--- config.mk ---
export PLATFORM = sky130hd
export DESIGN_NAME = life_seed_fill
export DESIGN_NICKNAME = d
export VERILOG_FILES = /design/src/rtl/life_seed_fill.sv
export SDC_FILE = /design/constraint.sdc
export NUM_CORES = 1
export LEC_CHECK = 0
export CORE_ASPECT_RATIO = 1.5
export CORE_MARGIN = 3
export CORE_UTILIZATION = 48
export DETAILED_ROUTE_END_ITERATION = 10
export DONT_BUFFER_PORTS = 1
export GPL_TIMING_DRIVEN = 0
export MAX_ROUTING_LAYER = met4
export PLACE_DENSITY_LB_ADDON = 0.25
export SLEW_MARGIN = 20
export SYNTH_ARGS = -nofsm -noshare
export SYNTH_HDL_FRONTEND = slang
export SYNTH_SLANG_ARGS = --single-unit
--- constraint.sdc ---
create_clock -name clk_pixel -period 3.8 [get_ports clk_pixel]
set_clock_uncertainty 0.05 [all_clocks]
set_input_delay 0.38 -clock clk_pixel [delete_from_list [all_inputs] [get_ports clk_pixel]]
set_output_delay 0.38 -clock clk_pixel [all_outputs]
set_load 0.01 [all_outputs]
--- src/rtl/life_seed_fill.sv ---
// life_seed_fill: fills the life-engine frame buffer with a clear, set or
// pseudo-random pattern. It writes one byte at a time through a req/ack port
// to the SRAM slot arbiter.
// Optional build macro: LIFE_SEED_BORDER_EN. When it is defined, the outermost
// ring of cells is masked to dead.
module life_seed_fill #(
    parameter int          BYTES_PER_ROW = 200,
    parameter int          ROWS          = 1200,
    parameter logic [31:0] SEED          = 32'h00000001
) (
    input  logic        clk_pixel,
    input  logic        rst_n,
    input  logic        start,
    input  logic        abort,
    input  logic [1:0]  mode,
    input  logic [1:0]  density,
    output logic        busy,
    output logic        done,
    output logic        mem_req,
    output logic [18:0] mem_addr,
    output logic [7:0]  mem_wdata,
    input  logic        mem_ack
);

    localparam int          TOTAL     = BYTES_PER_ROW * ROWS;
    localparam logic [18:0] LAST_ADDR = 19'(TOTAL - 1);
    localparam int          COL_W     = (BYTES_PER_ROW > 1) ? $clog2(BYTES_PER_ROW) : 1;
    localparam int          ROW_W     = $clog2(ROWS + 1);
    localparam logic [COL_W-1:0] COL_LAST = COL_W'(BYTES_PER_ROW - 1);
    // A zero seed would lock the LFSR at zero forever.
    localparam logic [31:0] SEED_EFF  = (SEED == 32'd0) ? 32'd1 : SEED;
    localparam logic [31:0] LFSR_POLY = 32'h80200003;

    typedef enum logic {
        S_IDLE = 1'b0,
        S_FILL = 1'b1
    } state_t;

    state_t           state_q;
    logic [1:0]       mode_q;
    logic [1:0]       density_q;
    logic [31:0]      lfsr_q;
    logic [COL_W-1:0] col_q;
    logic [ROW_W-1:0] row_q;
    logic [18:0]      addr_q;
    logic [7:0]       wdata_q;
    logic             req_q;
    logic             busy_q;
    logic             done_q;

    logic             ack_fire;
    logic [31:0]      lfsr_step;
    logic [31:0]      lfsr_d;
    logic [COL_W-1:0] col_d;
    logic [ROW_W-1:0] row_d;

    // Raw pattern byte for a mode/density, given the low 24 LFSR bits.
    function automatic logic [7:0] pattern_byte(input logic [1:0] m, input logic [1:0] d,
                                                input logic [23:0] l);
        logic [7:0] b;
        b = 8'h00;
        case (m)
            2'b01: b = 8'hFF;
            2'b10: begin
                case (d)
                    2'b00:   b = l[7:0];
                    2'b01:   b = l[7:0] & l[15:8];
                    2'b10:   b = l[7:0] & l[15:8] & l[23:16];
                    default: b = l[7:0] | l[15:8];
                endcase
            end
            default: b = 8'h00;
        endcase
        return b;
    endfunction

`ifdef LIFE_SEED_BORDER_EN
    // Keep the outermost cell ring dead. Bit 7 is the leftmost pixel of a byte.
    function automatic logic [7:0] border_mask(input logic [7:0] b, input logic [ROW_W-1:0] r,
                                               input logic [COL_W-1:0] c);
        logic [7:0] o;
        o = b;
        if (r == '0 || r == ROW_W'(ROWS - 1)) begin
            o = 8'h00;
        end else if (c == '0) begin
            o = b & 8'h7F;
        end else if (c == COL_LAST) begin
            o = b & 8'hFE;
        end
        return o;
    endfunction

    function automatic logic [7:0] fill_byte(input logic [1:0] m, input logic [1:0] d,
                                             input logic [23:0] l, input logic [ROW_W-1:0] r,
                                             input logic [COL_W-1:0] c);
        return border_mask(pattern_byte(m, d, l), r, c);
    endfunction
`else
    function automatic logic [7:0] fill_byte(input logic [1:0] m, input logic [1:0] d,
                                             input logic [23:0] l);
        return pattern_byte(m, d, l);
    endfunction
`endif

    // Handshake qualification, LFSR advance and row/col wrap for the next byte.
    always_comb begin
        ack_fire  = (state_q == S_FILL) && req_q && mem_ack;
        lfsr_step = lfsr_q[0] ? ((lfsr_q >> 1) ^ LFSR_POLY) : (lfsr_q >> 1);
        lfsr_d    = (ack_fire && mode_q == 2'b10) ? lfsr_step : lfsr_q;
        if (col_q == COL_LAST) begin
            col_d = '0;
            row_d = row_q + 1'b1;
        end else begin
            col_d = col_q + 1'b1;
            row_d = row_q;
        end
    end

    // Fill FSM with all outputs registered.
    always_ff @(posedge clk_pixel) begin
        if (!rst_n) begin
            state_q   <= S_IDLE;
            mode_q    <= 2'b00;
            density_q <= 2'b00;
            lfsr_q    <= SEED_EFF;
            col_q     <= '0;
            row_q     <= '0;
            addr_q    <= '0;
            wdata_q   <= 8'h00;
            req_q     <= 1'b0;
            busy_q    <= 1'b0;
            done_q    <= 1'b0;
        end else begin
            done_q <= 1'b0;
            case (state_q)
                S_IDLE: begin
                    if (start) begin
                        state_q   <= S_FILL;
                        mode_q    <= mode;
                        density_q <= density;
                        addr_q    <= '0;
                        col_q     <= '0;
                        row_q     <= '0;
                        req_q     <= 1'b1;
                        busy_q    <= 1'b1;
`ifdef LIFE_SEED_BORDER_EN
                        wdata_q   <= fill_byte(mode, density, lfsr_q[23:0], '0, '0);
`else
                        wdata_q   <= fill_byte(mode, density, lfsr_q[23:0]);
`endif
                    end
                end
                default: begin
                    // An ack that coincides with abort still counts as written.
                    lfsr_q <= lfsr_d;
                    if (ack_fire) begin
                        addr_q <= addr_q + 19'd1;
                        col_q  <= col_d;
                        row_q  <= row_d;
`ifdef LIFE_SEED_BORDER_EN
                        wdata_q <= fill_byte(mode_q, density_q, lfsr_d[23:0], row_d, col_d);
`else
                        wdata_q <= fill_byte(mode_q, density_q, lfsr_d[23:0]);
`endif
                    end
                    if (abort) begin
                        state_q <= S_IDLE;
                        req_q   <= 1'b0;
                        busy_q  <= 1'b0;
                    end else if (ack_fire && addr_q == LAST_ADDR) begin
                        state_q <= S_IDLE;
                        req_q   <= 1'b0;
                        busy_q  <= 1'b0;
                        done_q  <= 1'b1;
                    end
                end
            endcase
        end
    end

    assign busy      = busy_q;
    assign done      = done_q;
    assign mem_req   = req_q;
    assign mem_addr  = addr_q;
    assign mem_wdata = wdata_q;

endmodule

### Word level (Yosys, flattened, before mapping)

Index checks and enable logic that the tools add are counted.

* $add $sub $neg: 1
* eq/ne operators: 11
* muxes and demuxes: 21
* bitwise gates (word level): 9
* reductions and logical operators: 12

Operators by type and width (count)
* 19-bit 2-to-1 mux: 3
* 8-bit one-hot mux with 3 select lines: 2
* 8-bit AND: 4
* 32-bit 2-to-1 mux: 1
* 8-bit one-hot mux with 2 select lines: 2
* 24-bit 2-to-1 mux: 1
* 8-bit 2-to-1 mux: 3
* 19-bit by 1-bit adder with 19-bit output, second input constant: 1
* 19-bit by 18-bit == test with 1-bit output, second input constant: 1
* 8-bit bitwise OR: 2
* 1-bit 2-to-1 mux: 9
* 2-bit by 1-bit == test with 1-bit output, second input constant: 4
* 2-bit == test, second input constant: 4
* 2-bit AND reduction: 4
* 1-bit logical AND: 4
* 2-bit zero test: 2
* 3-bit inverter with 4-bit output: 1
* 3-bit by 2-bit inequality test with 1-bit output, second input constant: 1
* 3-bit OR reduction: 1
* 2-bit by 1-bit inequality test with 1-bit output, second input constant: 1
* 1-bit inverter: 2
* 2-bit nonzero test: 1

* flip-flop bits (word level): 66
* input port bits: 9

### Depth between registers and ports, before layout

Gate-level depths: netlist of the first run.

* word-level depth: 10
* depth in mapped cells: 9

### Worst setup path before layout of the first run

No wires, ideal clock.

* path kind: reg2reg
* start: register mode_q[0]
* end: register wdata_q[2] (netlist: mem_wdata[2])
* library setup time: 129 ps
* arrival: 1674 ps
* setup slack: 1947 ps
* stages on the path, launching flop included: 10
* buffers on the path: 2
* cell sequence: dfxtp_1 inv_1 ha_1 and4_1 buf_6 buf_6 nor3_1 a211oi_1 a2111oi_0 nor2_1

* cells in the longest elaborated chain, start to end: 9

RTL lines
* start, declared: line 40 `logic [1:0] mode_q;`
* start signal, assigned: line 139 `mode_q <= mode;`
* 2-bit == test: line 62, 109
* 1-bit logical AND: line 109 `lfsr_d = (ack_fire && mode_q == 2'b10) ? lfsr_step : lfsr_q;`
* 24-bit 2-to-1 mux: line 109
* 8-bit AND: line 67, 68
* 8-bit AND: line 68 `2'b10: b = l[7:0] & l[15:8] & l[23:16];`
* 8-bit one-hot mux with 3 select lines: line 65 `case (d)`
* 8-bit one-hot mux with 2 select lines *: line 62 `case (m)`
* 8-bit 2-to-1 mux *: line 156 `if (ack_fire) begin`
* 8-bit 2-to-1 mux *: line 135 `case (state_q)`
* end signal, assigned: line 149 `wdata_q <= fill_byte(mode, density, lfsr_q[23:0]);`
* end signal, assigned: line 163 `wdata_q <= fill_byte(mode_q, density_q, lfsr_d[23:0]);`
* end, declared: line 46 `logic [7:0] wdata_q;`

Every way passes the cells marked *; elsewhere a longest branch is shown, timed or not. The select of a mux whose other input is x is not followed.
A chain may end at the register's enable or synchronous reset.

### Worst setup path in the final report of the first run

* start: register mode_q[0]
* end: register wdata_q[6] (netlist: mem_wdata[6])

The elaborated chain is that of the path after synthesis.

==> reports/metrics.yaml, run 1 <==
power_and_ir_drop:
  vdd_ir_drop_max_v: 0.000218
  powerDensity_mw_per_mm2: 372
  p_leak_nw: 1.30
placement:
  pre_cts_ws_ns: 1.55
  io_buffers: 0
  place.gp.congestion: 0.930
  dp_hpwl_um: 6700
logic_synthesis:
  syn-cell-area_mm2: 0.00354
  synth_area_leader_cell: "dfxtp_1"
  synth_cells: 432
  syn_nets: 446
  synth_most_common_cell: "nand2_1"
  synth-main-ff-cell: "dfxtp_1"
  ys.warnings.count: 0
  syn_avg_cell_area_um2: 8.19
  synthArstFlopShare: 0
  synth_edf_count: 0
  ys_ff_latch: 66
  ys_types: 52
  synth.top_cell.area_share: 0.373
  synth_common_cells: "71 x nand2_1, 66 x dfxtp_1, 33 x nor2_1"
  synth_seq_area_share: 0.373
  synth_area_leaders: "dfxtp_1 37%, nand2_1 7.5%, a21boi_1 4.0%"
global_routing:
  grt_pass1_wl_um: 15300
  antenna_found_initial: 0
  grt_max_degree: 13
  grt_pass1_vias: 3101
  grt_use_total: 0.230
  grt_overflow_total: 0
cells_and_area:
  multi_input_area_mm2: 0.00203
  diodes: 0
  nets: 457
  drive_gt1_frac: 0.0848
  nFillCells: 674
  syn_to_final_growth_pct: 9.47
  seqCellArea_mm2: 0.00132
clock_tree:
  clockBufferDepth: 2
  hold_buffers: 0
  cts_setup_buffers: 0
  tritoncts: "yes"
  cts_sinks: 66
  cts-root-buf: "clkbuf_8"
  cts.clk_slew.worst_paths_ns: 0.07
  htreeDepth: 3
  cts_buffers: 9
  worstSkewPairLatency_ns: 0.35
  cts_resized: 0
sta:
  fin_crit_sh: 0.605
  fin_ws_ns: 1.50
  rsz0062_at_grt: "no"
  whs_ns: 0.124
  max_slew_margin: 0.547
  fin_crit_ns: 2.30
  setup_viol: 0
  setup_tns_ns: 0
  max_freq_mhz: 435
  hold_viol: 0
  worst_pin_slew_ns: 0.677
  finalMaxSlewViolations: 0
drt:
  wl_per_cell_um: 17.0
  drt_iter0_drc: 264
  drc: 0
  postRouteAntennaNets: 0
  first_pass_iters: 5
  routed_via_density: 5.85
  routed_wl_um: 9260
  num_vias: 3188
floorplanning:
  rows: 37
  die_area_mm2: 0.00846
  fp.dieW_um: 76.1
  die_h_um: 111
  initial_utilization: 0.506
  io_pins: 39
  core_area_mm2: 0.00699
critical_path:
  slowest_delay_ns: 0.49
  crit_slowest_cell: "a2111oi_0"
  required_ns: 3.98
  cp-start-kind: "register"
  cp_num_buf_inv: 2
  crit_family: "compound AO/OA/AOI/OAI gates"
  cp-end-kind: "register"
  path_cells: "inv_1, ha_1, nand4_2, clkbuf_1, o21ai_0, a2111oi_0, nor2_1"
  worstPathArrival_ns: 2.48
  path_max_fanout: 10
  worst-setup-path-type: "reg2reg"
status:
  status: "finished, final reports clean"
flow_run:
  drv_cap: 0
worst_hold_path:
  hp-class: "in2reg"
cells in the final DEF, fill, tap and decap left out, drive strengths merged, types with 5 or more instances in the layout:
cell     count
ha           5
a2111oi      5
nand4        8
maj3         8
clkbuf      31
a22oi        8
o221ai       6
and3         8
nor2        33
o21ai       25
o211ai       7
a21boi      30
dfxtp       66
nor2b       13
xor2        14
nor3        15
a21oi        7
nand3       14
o2bb2ai      7
inv          7
buf         14
mux2i        8
nand2       71
cell type report:
class                   count  share of cell area
multi-input cells         325               0.523
flip-flops and latches     66               0.341
plain buffers              34              0.0423
clock buffers              11              0.0391
well taps                  97              0.0313
clock inverters             5              0.0161
inverters                   7             0.00678
worst paths after layout:
| check | startpoint | to | slack, ns | cells past startpoint |
|---|---|---|---|---|
| worst max-delay path | mode_q[0]$_SDFFE_PN0P_ | mem_wdata[6]$_SDFFE_PN0P_ | 1.50 | 7 |
| worst min-delay path | mode[0] | mode_q[0]$_SDFFE_PN0P_ | 0.12 | 2 |
| worst max register to register | mode_q[0]$_SDFFE_PN0P_ | mem_wdata[6]$_SDFFE_PN0P_ | 1.50 | 7 |
| worst min register to register | lfsr_q[29]$_SDFFE_PN0P_ | lfsr_q[28]$_SDFFE_PN0P_ | 0.41 | 2 |
metal layers:
metal | share of wire | global-route usage | routed length, um | up-vias
met4 | 0.032 | 0.0859 | 297 | 0
met3 | 0.058 | 0.0569 | 534 | 25
li1 | - | - | - | 1564
met2 | 0.52 | 0.411 | 4770 | 102
met5 | 0 | - | 0 | -
met1 | 0.39 | 0.244 | 3660 | 1497
cells by family after synthesis:
logic type / Yosys count / share of synthesized area
fa+ha+maj: 13 / 0.0403
mux: 8 / 0.0226
xor+xnor: 17 / 0.0421
compound gates: 112 / 0.230
flops: 66 / 0.373
buf+inv: 41 / 0.0537
simple gates: 175 / 0.238
metrics by stage:
| step | utilization | instance area, um2 | std cells | total power, W |
|---|---|---|---|---|
| after detailed placement | 0.524 | 3660 | 529 | 0.000830 |
| final | 0.554 | 3870 | 545 | 0.00144 |
| after global placement | 0.524 | 3660 | 529 | 0.000827 |
| after CTS | 0.554 | 3870 | 545 | 0.00145 |
| after global routing | 0.554 | 3870 | 545 | 0.00149 |
| after floorplan | - | 3540 | 432 | 0.000803 |
sequential cells by signal, summed over array words and instances, names as in the netlist:
| name | count |
|---|---|
| lfsr_q | 32 |
| mode_q | 2 |
| mem_addr | 19 |
| state_q | 1 |
| density_q | 2 |
| done | 1 |
| busy | 1 |
| mem_wdata | 8 |
report_power, final:
part / internal (W) / switching, W
Sequential: 0.000702 / 0.0000143
Combinational: 0.0000343 / 0.0000648
Clock: 0.000341 / 0.000287
Total: 0.00108 / 0.000366
Power figures use the tool's default switching activity.
==> inputs of run 2 (changes only) <==
- clock period: 3.8 -> 2.38 ns (I/O delays scaled with it)
==> run 2 against run 1 <==
  * Worst setup slack got worse by 1.3 ns
  * Highest routed layer unchanged
  * Global-route usage rose by 0.070 points
  * Sequential cell count did not move
==> reports/metrics.yaml, run 2 (synthesis results as in run 1) <==
clock_tree:
  cts.clk_slew.worst_paths_ns: 0.07  # about the same
  cts_setup_buffers: 0  # unchanged
  clockBufferDepth: 2  # unchanged
  htreeDepth: 3  # unchanged
  worstSkewPairLatency_ns: 0.35  # about the same
  tritoncts: "yes"  # unchanged
  cts-root-buf: "clkbuf_8"  # unchanged
  cts_buffers: 9  # unchanged
  cts_sinks: 66  # unchanged
cells_and_area:
  largest_reg_flops: 32  # unchanged
  largest_register: "lfsr_q"  # unchanged
  design_area_mm2: 0.00391  # was 0.00387 mm2
  syn_to_final_growth_pct: 10.4  # was 9.47%
  final_common_cell: "nand2_1"  # unchanged
  nets: 460  # was 457
  final_cell_mix: "71 x nand2_1, 66 x dfxtp_1, 33 x nor2_1"  # unchanged
  drive_gt1_frac: 0.0865  # was 0.0848
  diodes: 0  # unchanged
  nFillCells: 673  # was 674
floorplanning:
  io_pins: 39  # unchanged
  die_area_mm2: 0.00846  # unchanged
  die_h_um: 111  # unchanged
  initial_utilization: 0.506  # unchanged
  core_area_mm2: 0.00699  # unchanged
  rows: 37  # unchanged
  fp.dieW_um: 76.1  # unchanged
power_and_ir_drop:
  p_leak_nw: 1.32  # was 1.30 nW
  powerDensity_mw_per_mm2: 589  # was 372 mW/mm2
  power_w: 0.00230  # was 0.00144 W
  vdd_ir_drop_max_v: 0.000346  # was 0.000218 V
placement:
  dp_hpwl_um: 6700  # unchanged
  io_buffers: 0  # unchanged
  place.gp.congestion: 0.930  # unchanged
  dpl_cell_area_mm2: 0.00366  # unchanged
drt:
  first_pass_iters: 5  # unchanged
  postRouteAntennaNets: 0  # unchanged
  routed_via_density: 5.80  # was 5.85
  drc: 0  # unchanged
  routed_wl_um: 9240  # was 9260 um
  drt_iter0_drc: 234  # was 264
  num_vias: 3180  # was 3188
  wl_per_cell_um: 16.9  # was 17.0 um
flow_run:
  drv_cap: 0  # unchanged
status:
  status: "finished, final reports clean"  # unchanged
worst_hold_path:
  hp-class: "in2reg"  # unchanged
sta:
  fin_crit_sh: 0.931  # was 0.605
  max_freq_mhz: 451  # was 435 MHz
  fin_crit_ns: 2.22  # was 2.30 ns
  rsz0062_at_grt: "no"  # unchanged
  max_slew_margin: 0.561  # was 0.547
  setup_viol: 0  # unchanged
  hold_viol: 0  # unchanged
  finalMaxSlewViolations: 0  # unchanged
  setup_tns_ns: 0  # unchanged
  worst_pin_slew_ns: 0.656  # was 0.677 ns
global_routing:
  grt_use_total: 0.231  # was 0.230
  grt_max_degree: 13  # unchanged
  grt_overflow_total: 0  # unchanged
  grt_pass1_wl_um: 15300  # about the same
  grt_pass1_vias: 3116  # was 3101
  antenna_found_initial: 0  # unchanged
critical_path:
  cp-end-kind: "register"  # unchanged
  required_ns: 2.55  # was 3.98 ns
  path_max_fanout: 10  # unchanged
  worstPathArrival_ns: 2.39  # was 2.48 ns
  worst-setup-path-type: "reg2reg"  # unchanged
  cp-start-kind: "register"  # unchanged
-- run 2: through the flow --
stage / cells / utilization / hold slack [ns] / setup WS, ns
finish: 548 / 0.559 / 0.0244 / 0.164
global route: 548 / 0.559 / 0.0358 / 0.0244
CTS: 548 / 0.559 / 0.0188 / 0.103
detailed placement: 529 / 0.524 / 0.344 / 0.125
global placement: 529 / 0.524 / 0.343 / 0.118
floorplan: 432 / - / 0.333 / 0.527
-- run 2: worst paths after layout --
kind | from | endpoint | slack (ns) | cells past startpoint
max | mode_q[0]$_SDFFE_PN0P_ | mem_wdata[7]$_SDFFE_PN0P_ | 0.16 | 9
min | abort | busy$_SDFFE_PN0P_ | 0.02 | 2
max reg2reg | mode_q[0]$_SDFFE_PN0P_ | mem_wdata[7]$_SDFFE_PN0P_ | 0.16 | 9
min reg2reg | lfsr_q[29]$_SDFFE_PN0P_ | lfsr_q[28]$_SDFFE_PN0P_ | 0.41 | 2
-- run 2: layout make-up --
class	instances	area [um2]	area share
clock inverter	5	62.6	0.0160
inverter	7	26.3	0.00672
clock buffer	11	151	0.0387
sequential	66	1320	0.338
tap	97	121	0.0311
timing repair buffer	3	30.0	0.00768
multi-input combinational	325	2030	0.519
buffer	34	165	0.0423
-- run 2: repair_timing --
action / CTS / global route
hold endpoints to repair: 3 / 0
setup endpoints to repair: 0 / 3
hold buffers: 3 / 0
resized for setup: 0 / 3
-- run 2: worst max-delay path: stages (launching register included) --
cell	delay, ns
dfxtp_1	0.35
inv_1	0.05
ha_1	0.26
and4_1	0.23
buf_6	0.15
buf_6	0.15
o211ai_1	0.08
o21ai_0	0.14
a2111oi_0	0.53
nor2_1	0.09
-- run 2: power by group --
group          leakage, nW  switching (W)  internal, W
clock network        0.102       0.000454     0.000544
registers            0.534      0.0000227      0.00112
logic                0.683       0.000104    0.0000582
-- run 2: layer usage --
layer | GRT usage | part of all wire | wire length [um]
met1 | 0.248 | 0.40 | 3680
met3 | 0.0528 | 0.048 | 445
met2 | 0.412 | 0.52 | 4830
met4 | 0.0859 | 0.031 | 286
met5 | - | 0 | 0
